$ cat src/rtl/wb_stage.sv
// wb_stage: writeback stage in front of the architectural register file.
// It takes results from the ALU and from the LSU, formats the load data,
// picks one result per cycle and registers it onto the register-file
// write port. When an ALU result and an LSU result arrive in the same
// cycle, the ALU result waits in a one-entry hold buffer.
// Optional build macro WB_FORWARD_EN adds the fwd_valid_o, fwd_rd_o and
// fwd_data_o outputs. Decode uses them to bypass the value that is being
// written this cycle.
// write_params_o is packed as {write_enable, addr_rd}.
`ifndef REG_ADDR_WIDTH
`define REG_ADDR_WIDTH 5
`endif

module wb_stage #(
  parameter int XLEN   = 32,
  parameter int ADDR_W = `REG_ADDR_WIDTH
) (
  input  logic                     clock_i,
  input  logic                     reset_i,
  // ALU result channel
  input  logic                     alu_valid_i,
  output logic                     alu_ready_o,
  input  logic [ADDR_W-1:0]        alu_rd_i,
  input  logic [XLEN-1:0]          alu_data_i,
  // LSU load result channel
  input  logic                     lsu_valid_i,
  output logic                     lsu_ready_o,
  input  logic [ADDR_W-1:0]        lsu_rd_i,
  input  logic [XLEN-1:0]          lsu_word_i,
  input  logic [2:0]               lsu_funct3_i,
  input  logic [1:0]               lsu_offset_i,
  // register file write port
  output logic [ADDR_W:0]          write_params_o,
  output logic [XLEN-1:0]          data_rd_o,
  // hazard detection
  output logic [(1<<ADDR_W)-1:0]   pending_mask_o
`ifdef WB_FORWARD_EN
  ,
  output logic                     fwd_valid_o,
  output logic [ADDR_W-1:0]        fwd_rd_o,
  output logic [XLEN-1:0]          fwd_data_o
`endif
);

  // RV32I load funct3 encodings
  localparam logic [2:0] F3_LB  = 3'b000;
  localparam logic [2:0] F3_LH  = 3'b001;
  localparam logic [2:0] F3_LBU = 3'b100;
  localparam logic [2:0] F3_LHU = 3'b101;

  // output register
  logic              out_v_q,    out_v_d;
  logic [ADDR_W-1:0] out_rd_q,   out_rd_d;
  logic [XLEN-1:0]   out_data_q, out_data_d;

  // one-entry ALU hold buffer
  logic              hold_v_q,    hold_v_d;
  logic [ADDR_W-1:0] hold_rd_q,   hold_rd_d;
  logic [XLEN-1:0]   hold_data_q, hold_data_d;

  logic [XLEN-1:0]   lsu_sh;
  logic [XLEN-1:0]   lsu_fmt;
  logic              write_en;
  logic [(1<<ADDR_W)-1:0] pend;

  // Ready depends only on state. An occupied hold entry owns the next
  // output slot, so neither source can be accepted while it is full.
  assign alu_ready_o = !hold_v_q;
  assign lsu_ready_o = !hold_v_q;

  // Load formatting: shift the addressed byte or halfword down to bit 0,
  // then extend it.
  assign lsu_sh = lsu_word_i >> {lsu_offset_i, 3'b000};

  // Extend the selected field according to the load type.
  // LH at offset 3 has only one byte left in the word. That byte is
  // sign-extended on its own. LHU at offset 3 zero-fills the missing byte.
  // LW and the reserved codes pass the word through unshifted.
  always_comb begin
    lsu_fmt = lsu_word_i;
    case (lsu_funct3_i)
      F3_LB:  lsu_fmt = {{(XLEN-8){lsu_sh[7]}}, lsu_sh[7:0]};
      F3_LH:  begin
        if (lsu_offset_i == 2'd3)
          lsu_fmt = {{(XLEN-8){lsu_sh[7]}}, lsu_sh[7:0]};
        else
          lsu_fmt = {{(XLEN-16){lsu_sh[15]}}, lsu_sh[15:0]};
      end
      F3_LBU: lsu_fmt = {{(XLEN-8){1'b0}}, lsu_sh[7:0]};
      F3_LHU: lsu_fmt = {{(XLEN-16){1'b0}}, lsu_sh[15:0]};
      default: lsu_fmt = lsu_word_i;
    endcase
  end

  // Select the next output. Priority is: held entry, then LSU, then ALU.
  // An ALU result that arrives with an LSU result goes into hold, unless
  // it targets x0. An x0 result is dropped here and costs no stall.
  always_comb begin
    out_v_d     = 1'b0;
    out_rd_d    = out_rd_q;
    out_data_d  = out_data_q;
    hold_v_d    = hold_v_q;
    hold_rd_d   = hold_rd_q;
    hold_data_d = hold_data_q;
    if (hold_v_q) begin
      out_v_d    = 1'b1;
      out_rd_d   = hold_rd_q;
      out_data_d = hold_data_q;
      hold_v_d   = 1'b0;
    end else if (lsu_valid_i) begin
      out_v_d    = 1'b1;
      out_rd_d   = lsu_rd_i;
      out_data_d = lsu_fmt;
      if (alu_valid_i && (alu_rd_i != '0)) begin
        hold_v_d    = 1'b1;
        hold_rd_d   = alu_rd_i;
        hold_data_d = alu_data_i;
      end
    end else if (alu_valid_i) begin
      out_v_d    = 1'b1;
      out_rd_d   = alu_rd_i;
      out_data_d = alu_data_i;
    end
  end

  // Register the output slot and the hold buffer. Reset discards both.
  always_ff @(posedge clock_i or posedge reset_i) begin
    if (reset_i) begin
      out_v_q     <= 1'b0;
      out_rd_q    <= '0;
      out_data_q  <= '0;
      hold_v_q    <= 1'b0;
      hold_rd_q   <= '0;
      hold_data_q <= '0;
    end else begin
      out_v_q     <= out_v_d;
      out_rd_q    <= out_rd_d;
      out_data_q  <= out_data_d;
      hold_v_q    <= hold_v_d;
      hold_rd_q   <= hold_rd_d;
      hold_data_q <= hold_data_d;
    end
  end

  // A result for x0 is consumed but never written.
  assign write_en       = out_v_q && (out_rd_q != '0);
  assign write_params_o = {write_en, out_rd_q};
  assign data_rd_o      = out_data_q;

  // Decode the pending destinations from registered state only.
  // Bit 0 stays clear because x0 is never written.
  always_comb begin
    pend = '0;
    if (out_v_q)  pend[out_rd_q]  = 1'b1;
    if (hold_v_q) pend[hold_rd_q] = 1'b1;
    pend[0] = 1'b0;
  end

  assign pending_mask_o = pend;

`ifdef WB_FORWARD_EN
  // Bypass copy of the value being written this cycle.
  assign fwd_valid_o = write_en;
  assign fwd_rd_o    = out_rd_q;
  assign fwd_data_o  = out_data_q;
`endif

endmodule

$ cat config.mk
export PLATFORM = sky130hd
export DESIGN_NAME = wb_stage
export DESIGN_NICKNAME = d
export VERILOG_FILES = /design/src/rtl/wb_stage.sv
export SDC_FILE = /design/constraint.sdc
export NUM_CORES = 1
export LEC_CHECK = 0
export CAP_MARGIN = 15
export CORE_UTILIZATION = 40
export CTS_CLUSTER_DIAMETER = 40
export DETAILED_ROUTE_END_ITERATION = 12
export PLACE_DENSITY = 0.73
export SETUP_SLACK_MARGIN = 0.5
export SKIP_LAST_GASP = 1
export SLEW_MARGIN = 0
export SYNTH_ARGS = -nofsm -noshare
export SYNTH_HDL_FRONTEND = slang
export SYNTH_SLANG_ARGS = --single-unit
$ cat constraint.sdc
create_clock -name clock_i -period 5.8 [get_ports clock_i]
set_clock_uncertainty 0.05 [all_clocks]
set_input_delay 1.45 -clock clock_i [delete_from_list [all_inputs] [get_ports clock_i]]
set_output_delay 1.45 -clock clock_i [all_outputs]
set_load 0.005 [all_outputs]
==> results by group, run 1 <==
Synthesis
  – Ys flop type: dfrtp_1
  – Post-synthesis area per instance: 9.69 um^2
  – Synth cell types: 47
  – Yosys reg bits: 76
  – Register area share after synthesis: 41.1%
  – Cell Area, Synth: 0.00463 mm^2
  – EDFF count, synth: 0
  – Syn Inst Count: 478
  – Post-synth ARST share: 100%
  – Yosys warning total: 0
  – Mapped Nets: 561

Floorplanning
  – Die area: 0.0120 mm^2
  – Starting density of the core: 41.8%
  – Total core area: 0.0111 mm^2
  – Die width: 110 um
  – Std-Cell Rows: 38
  – Ports: 155
  – Chip height: 110 um

Power and ir drop
  – Max VDD drop: 0.000176 V
  – P per Cell Area: 255 mW/mm^2
  – Leakage: 0.00254 uW

Flow run
  – Number of max-cap violations: 0

Clocking
  – Root Driver: clkbuf_16
  – Post-CTS Setup Repair Bufs: 0
  – Clock tree buffer depth: 2
  – Clk sinks: 76
  – Htree depth: 3
  – CTS resizes: 0
  – Clock-pin slew on the worst setup and hold paths: 0.05 ns
  – Worst skew pair latency: 0.33 ns
  – CTS Hold Bufs: 0
  – CTS tree: built
  – Inserted Clock Buffers: 9

Cells and area
  – Area of the multi-input gates: 0.00246 mm^2
  – Most common cell after layout, fill and taps aside: clkdlybuf4s50_1
  – Final nets: 685
  – Diodes inserted: 0
  – Fillers: 964
  – Area Growth Syn to Fin: 38.4%
  – Layout cells sized above 1: 11.6%
  – Reg area: 0.00190 mm^2
  – Final Non-Filler Cells: 746
  – Most frequent cells in the layout: 152 x clkdlybuf4s50_1, 76 x dfrtp_1, 37 x mux2_2, 34 x o21ai_0, 32 x o22ai_1

Timing
  – Least-Margin Pin Slew: 0.959 ns
  – Slew Limit Headroom: 36.0%
  – RSZ-0062 raised after global routing: no
  – Slew Limit Fails: 0
  – WHS: 0.430 ns
  – Fin crit share: 79.3%
  – Max Freq: 0.217 GHz
  – Final setup TNS: 0 ns
  – Final Setup Violations: 0
  – Fin crit period: 4.60 ns
  – Hold Violations, Final: 0

Placement
  – Routability congestion estimate: 0.872
  – Port bufs: 153
  – Placed cells: 731
  – Hpwl dp: 10,700 um

Setup path
  – Critical Path RT: 4.30 ns
  – Type of origin of the critical path: flop
  – WP data arrival: 3.10 ns
  – Path type of the worst setup path: flop to output pin
  – Critical path peak fanout: 27
  – Nature of the critical path endpoint: output pin

Detailed routing
  – DRT Pass-1 Iters: 4
  – Antenna-violating nets left: 0
  – Highest Signal Layer: met4
  – Vias per cell: 5.92
  – DRC Markers: 0
  – Routed vias: 4,416
  – Wirelength per Cell: 19.6 um
  – Met2 Wirelength: 7290 um
  – Met3 wire length: 1130 um
  – Iteration-0 DRC Markers: 252
  – Post-Route WL: 14,700 um
  – M1 wire length: 5880 um

GRT
  – Initial antenna violation count: 0
  – Total grt overflow: 0
  – First-pass GRT wire length: 23,000 um
  – GRT Util Overall: 25.2%
  – Vias in the first global route: 4,454
  – Largest net degree at the start of global routing: 44

Worst hold path
  – Worst min path class: flop to flop

Run status
  – Status: complete, no violations
worst paths after layout:
path	start	to	slack [ns]	cells past startpoint
worst max-delay path	hold_v_q	pending_mask_o[28]	1.20	4
worst min-delay path	hold_data_q[15]	data_rd_o[15]	0.43	2
worst max register to register	hold_v_q	data_rd_o[13]	3.38	6
worst min register to register	hold_data_q[15]	data_rd_o[15]	0.43	2
max in group asynchronous	reset_i	data_rd_o[7]	3.08	3
min in group asynchronous	reset_i	hold_data_q[10]	1.61	2
cells in the mapped netlist, types with 3 or more instances:
| library cell | instances | area (um^2) |
|---|---|---|
| dfrtp_1 | 76 | 1900 |
| mux2_2 | 37 | 417 |
| o21ai_0 | 34 | 170 |
| o22ai_1 | 32 | 200 |
| nor2_1 | 30 | 113 |
| mux2i_1 | 28 | 280 |
| clkbuf_1 | 27 | 101 |
| nand2_1 | 22 | 82.6 |
| a21oi_1 | 20 | 100 |
| a221oi_1 | 16 | 140 |
| nand3b_1 | 12 | 90.1 |
| o31ai_1 | 12 | 90.1 |
| buf_2 | 11 | 55.1 |
| nor2b_1 | 11 | 68.8 |
| inv_1 | 10 | 37.5 |
| nand2b_1 | 9 | 56.3 |
| a221o_1 | 7 | 70.1 |
| a22oi_1 | 7 | 52.6 |
| and2_1 | 7 | 43.8 |
| o21a_1 | 7 | 52.6 |
| nand3_1 | 6 | 30.0 |
| nor3_1 | 6 | 30.0 |
| o22a_1 | 6 | 52.6 |
| or3b_2 | 5 | 43.8 |
| a211oi_1 | 4 | 30.0 |
| buf_4 | 3 | 22.5 |
| buf_6 | 3 | 33.8 |
| or2_2 | 3 | 18.8 |
| or3_1 | 3 | 18.8 |
per-layer routing:
| layer | vias up | GRT usage [%] |
|---|---|---|
| met1 | 2154 | 30.0 |
| met4 | 0 | 8.57 |
| met5 | - | 0 |
| met2 | 207 | 44.5 |
| met3 | 29 | 5.87 |
| li1 | 2026 | - |
worst max-delay path: stages (launching register included):
cell	delay, ns
dfrtp_1	0.90
clkinv_1	0.51
or3_1	0.61
o22ai_1	0.22
clkdlybuf4s50_1	0.54
per-stage QoR:
| stage | area, um^2 | worst slack [ns] | util [%] | total power, uW |
|---|---|---|---|---|
| 2_1_floorplan | 4630 | 2.36 | - | 917 |
| 3_3_place_gp | 6160 | 1.62 | 55.6 | 1130 |
| 3_5_place_dp | 6160 | 1.57 | 55.6 | 1150 |
| 4_1_cts | 6410 | 1.22 | 57.8 | 1640 |
| 5_1_grt | 6410 | 1.03 | 57.8 | 1710 |
| 6_report | 6410 | 1.20 | 57.8 | 1630 |
cells by family (layout without fill, tap and decap cells):
kind of cell / Yosys count / count (layout) / synth area share [%]
DFF: 76 / 76 / 41.1
and+or+nand+nor: 118 / 118 / 13.6
other: 1 / 1 / 0.0810
muxes: 67 / 67 / 16.0
AOI/OAI and AO/OA: 158 / 158 / 23.4
buffers and inverters: 58 / 186 / 5.73
state kept, by name, summed over array words and instances (netlist names):
name / flops
hold_data_q: 32
data_rd_o: 32
hold_v_q: 1
out_v_q: 1
hold_rd_q: 5
out_rd_q: 5
cell type report:
cell class / count / share of cell area (%)
inverters: 12 / 0.703
clock buffers: 12 / 3.69
well taps: 140 / 2.73
clock inverters: 3 / 0.234
repair buffers: 159 / 24.5
multi-input cells: 344 / 38.4
flip-flops and latches: 76 / 29.7
report_power, final:
| part | total, uW | switching [uW] | internal [uW] |
|---|---|---|---|
| sequential | 687 | 71.5 | 616 |
| clock | 493 | 208 | 285 |
| combinational | 453 | 196 | 257 |
No activity file was read; power rests on OpenSTA's default activity.
==> run 2, diff against run 1 <==
--- a/config.mk
+++ b/config.mk
@@ -9,7 +9,7 @@
 export CORE_UTILIZATION = 40
 export CTS_CLUSTER_DIAMETER = 40
 export DETAILED_ROUTE_END_ITERATION = 12
-export PLACE_DENSITY = 0.73
+export PLACE_DENSITY = 0.76
 export SETUP_SLACK_MARGIN = 0.5
 export SKIP_LAST_GASP = 1
 export SLEW_MARGIN = 0
==> constraint.sdc (replaced) <==
create_clock -name clock_i -period 4.1 [get_ports clock_i]
set_clock_uncertainty 0.05 [all_clocks]
set_input_delay 1.025 -clock clock_i [delete_from_list [all_inputs] [get_ports clock_i]]
set_output_delay 1.025 -clock clock_i [all_outputs]
set_load 0.005 [all_outputs]
==> results by group, run 2 (synthesis gave the netlist of run 1 again) <==
Floorplanning
  – Chip height: 110 um
  – Ports: 155
  – Total core area: 0.0111 mm^2
  – Die width: 110 um
  – Std-Cell Rows: 38
  – Starting density of the core: 41.8%
  – Die area: 0.0120 mm^2

Timing
  – Max Freq: 0.294 GHz
  – Fin crit share: 83.0%
  – Final setup TNS: 0 ns
  – Slew Limit Fails: 0
  – Least-Margin Pin Slew: 1.15 ns
  – Final Setup Violations: 0
  – WHS: 0.432 ns
  – Slew Limit Headroom: 23.1%
  – Fin crit period: 3.40 ns
  – RSZ-0062 raised after global routing: no
  – Hold Violations, Final: 0

Cells and area
  – Layout cells sized above 1: 12.3%
  – Final nets: 688
  – Area Growth Syn to Fin: 40.4%
  – Most frequent cells in the layout: 152 x clkdlybuf4s50_1, 76 x dfrtp_1, 37 x mux2_2, 34 x o21ai_0, 32 x o22ai_1
  – Most common cell after layout, fill and taps aside: clkdlybuf4s50_1
  – Diodes inserted: 0

Detailed routing
  – DRT Pass-1 Iters: 6
  – Iteration-0 DRC Markers: 358
  – Routed vias: 4,500
  – DRC Markers: 0
  – Antenna-violating nets left: 0
  – Vias per cell: 6.01
  – Wirelength per Cell: 19.6 um
  – Post-Route WL: 14,700 um

GRT
  – Met1 Track Usage GR: 30.1%
  – GRT Util Overall: 25.3%
  – Grt peak-use layer: met2
  – Met2 Usage GRT: 42.9%
  – Initial antenna violation count: 0
  – First-pass GRT wire length: 23,100 um
  – Vias in the first global route: 4,421
  – Largest net degree at the start of global routing: 54
  – M3 GR Usage: 7.41%
  – Total grt overflow: 0

Worst hold path
  – Worst min path class: flop to flop

Placement
  – Hpwl dp: 10,500 um
  – Routability congestion estimate: 0.909
  – Port bufs: 153

Clocking
  – Inserted Clock Buffers: 9
  – Clock tree buffer depth: 2
  – Htree depth: 3
  – Clk sinks: 76
  – Worst skew pair latency: 0.33 ns
  – Post-CTS Setup Repair Bufs: 0
  – Root Driver: clkbuf_16
  – Clock-pin slew on the worst setup and hold paths: 0.06 ns
  – CTS tree: built

Setup path
  – Critical path peak fanout: 10
  – Worst path cell trace: clkinv_1, or3_1, o22ai_1, clkdlybuf4s50_1
  – Nature of the critical path endpoint: output pin
  – Delay-heaviest family, CP: buffers and inverters
  – R2R setup slack: 1.83 ns
  – WP data arrival: 2.33 ns
  – Crit-path max cell delay: 0.59 ns
  – CP max stage cell: or3_1
  – Critical Path RT: 3.02 ns
  – Bufs and invs on worst path: 2
  – Path type of the worst setup path: flop to output pin
  – Type of origin of the critical path: flop

Run status
  – Status: complete, no violations

Power and ir drop
  – Overall power: 2450 uW
  – Leakage: 0.00258 uW
  – Max VDD drop: 0.000236 V
  – P per Cell Area: 376 mW/mm^2

Flow run
  – Number of max-cap violations: 0
[run 2: through the flow]
stage	util, %	cells	cell area, um^2	worst slack (ns)
global placement	55.9	734	6190	0.801
detailed placement	55.9	734	6190	0.767
global route	58.7	749	6500	0.554
finish	58.7	749	6500	0.699
floorplan	-	478	4630	1.09
CTS	58.7	749	6500	0.599
[run 2: what timing repair did]
action	4_1_cts	5_1_grt
hold buffers	0	0
endpoints found under the setup margin	0	6
resized for setup	0	1
[run 2: worst paths after layout]
check,startpoint,to,cells past startpoint
worst max-delay path,hold_v_q,pending_mask_o[8],4
worst min-delay path,hold_data_q[12],hold_data_q[12],2
worst max register to register,hold_v_q,data_rd_o[13],7
worst min register to register,hold_data_q[12],hold_data_q[12],2
max in group asynchronous,reset_i,data_rd_o[6],3
min in group asynchronous,reset_i,data_rd_o[26],2
[run 2: worst register-to-register path, cell delays in order, from the launching register on]
cell	delay [ns]
dfrtp_1	0.37
buf_6	0.37
or2_2	0.59
nor2_1	0.17
inv_1	0.27
o22a_1	0.16
o31ai_1	0.07
a21oi_1	0.14
[run 2: cell type report]
cell class                      instances  area (um^2)
Tap cell                              140          175
Inverter                               12         45.0
Sequential cell                        76         1900
Fill cell                             949         4580
Clock buffer                           10          229
Clock inverter                          5         77.6
Timing Repair Buffer                  162         1610
Multi-Input combinational cell        344         2460
[run 2: metal layers]
metal | wire, um | part of all wire [%] | up-vias
met2 | 7170 | 49 | 218
met3 | 1230 | 8.4 | 29
met5 | 0 | 0 | -
met4 | 439 | 3.0 | 0
li1 | - | - | 2035
met1 | 5860 | 40 | 2218
[run 2: power by group]
group / total [uW] / internal (uW) / switching [uW] / leakage [uW]
Sequential: 969 / 871 / 97.3 / 0.000917
Clock: 827 / 527 / 300 / 0.000148
Combinational: 650 / 368 / 282 / 0.00152
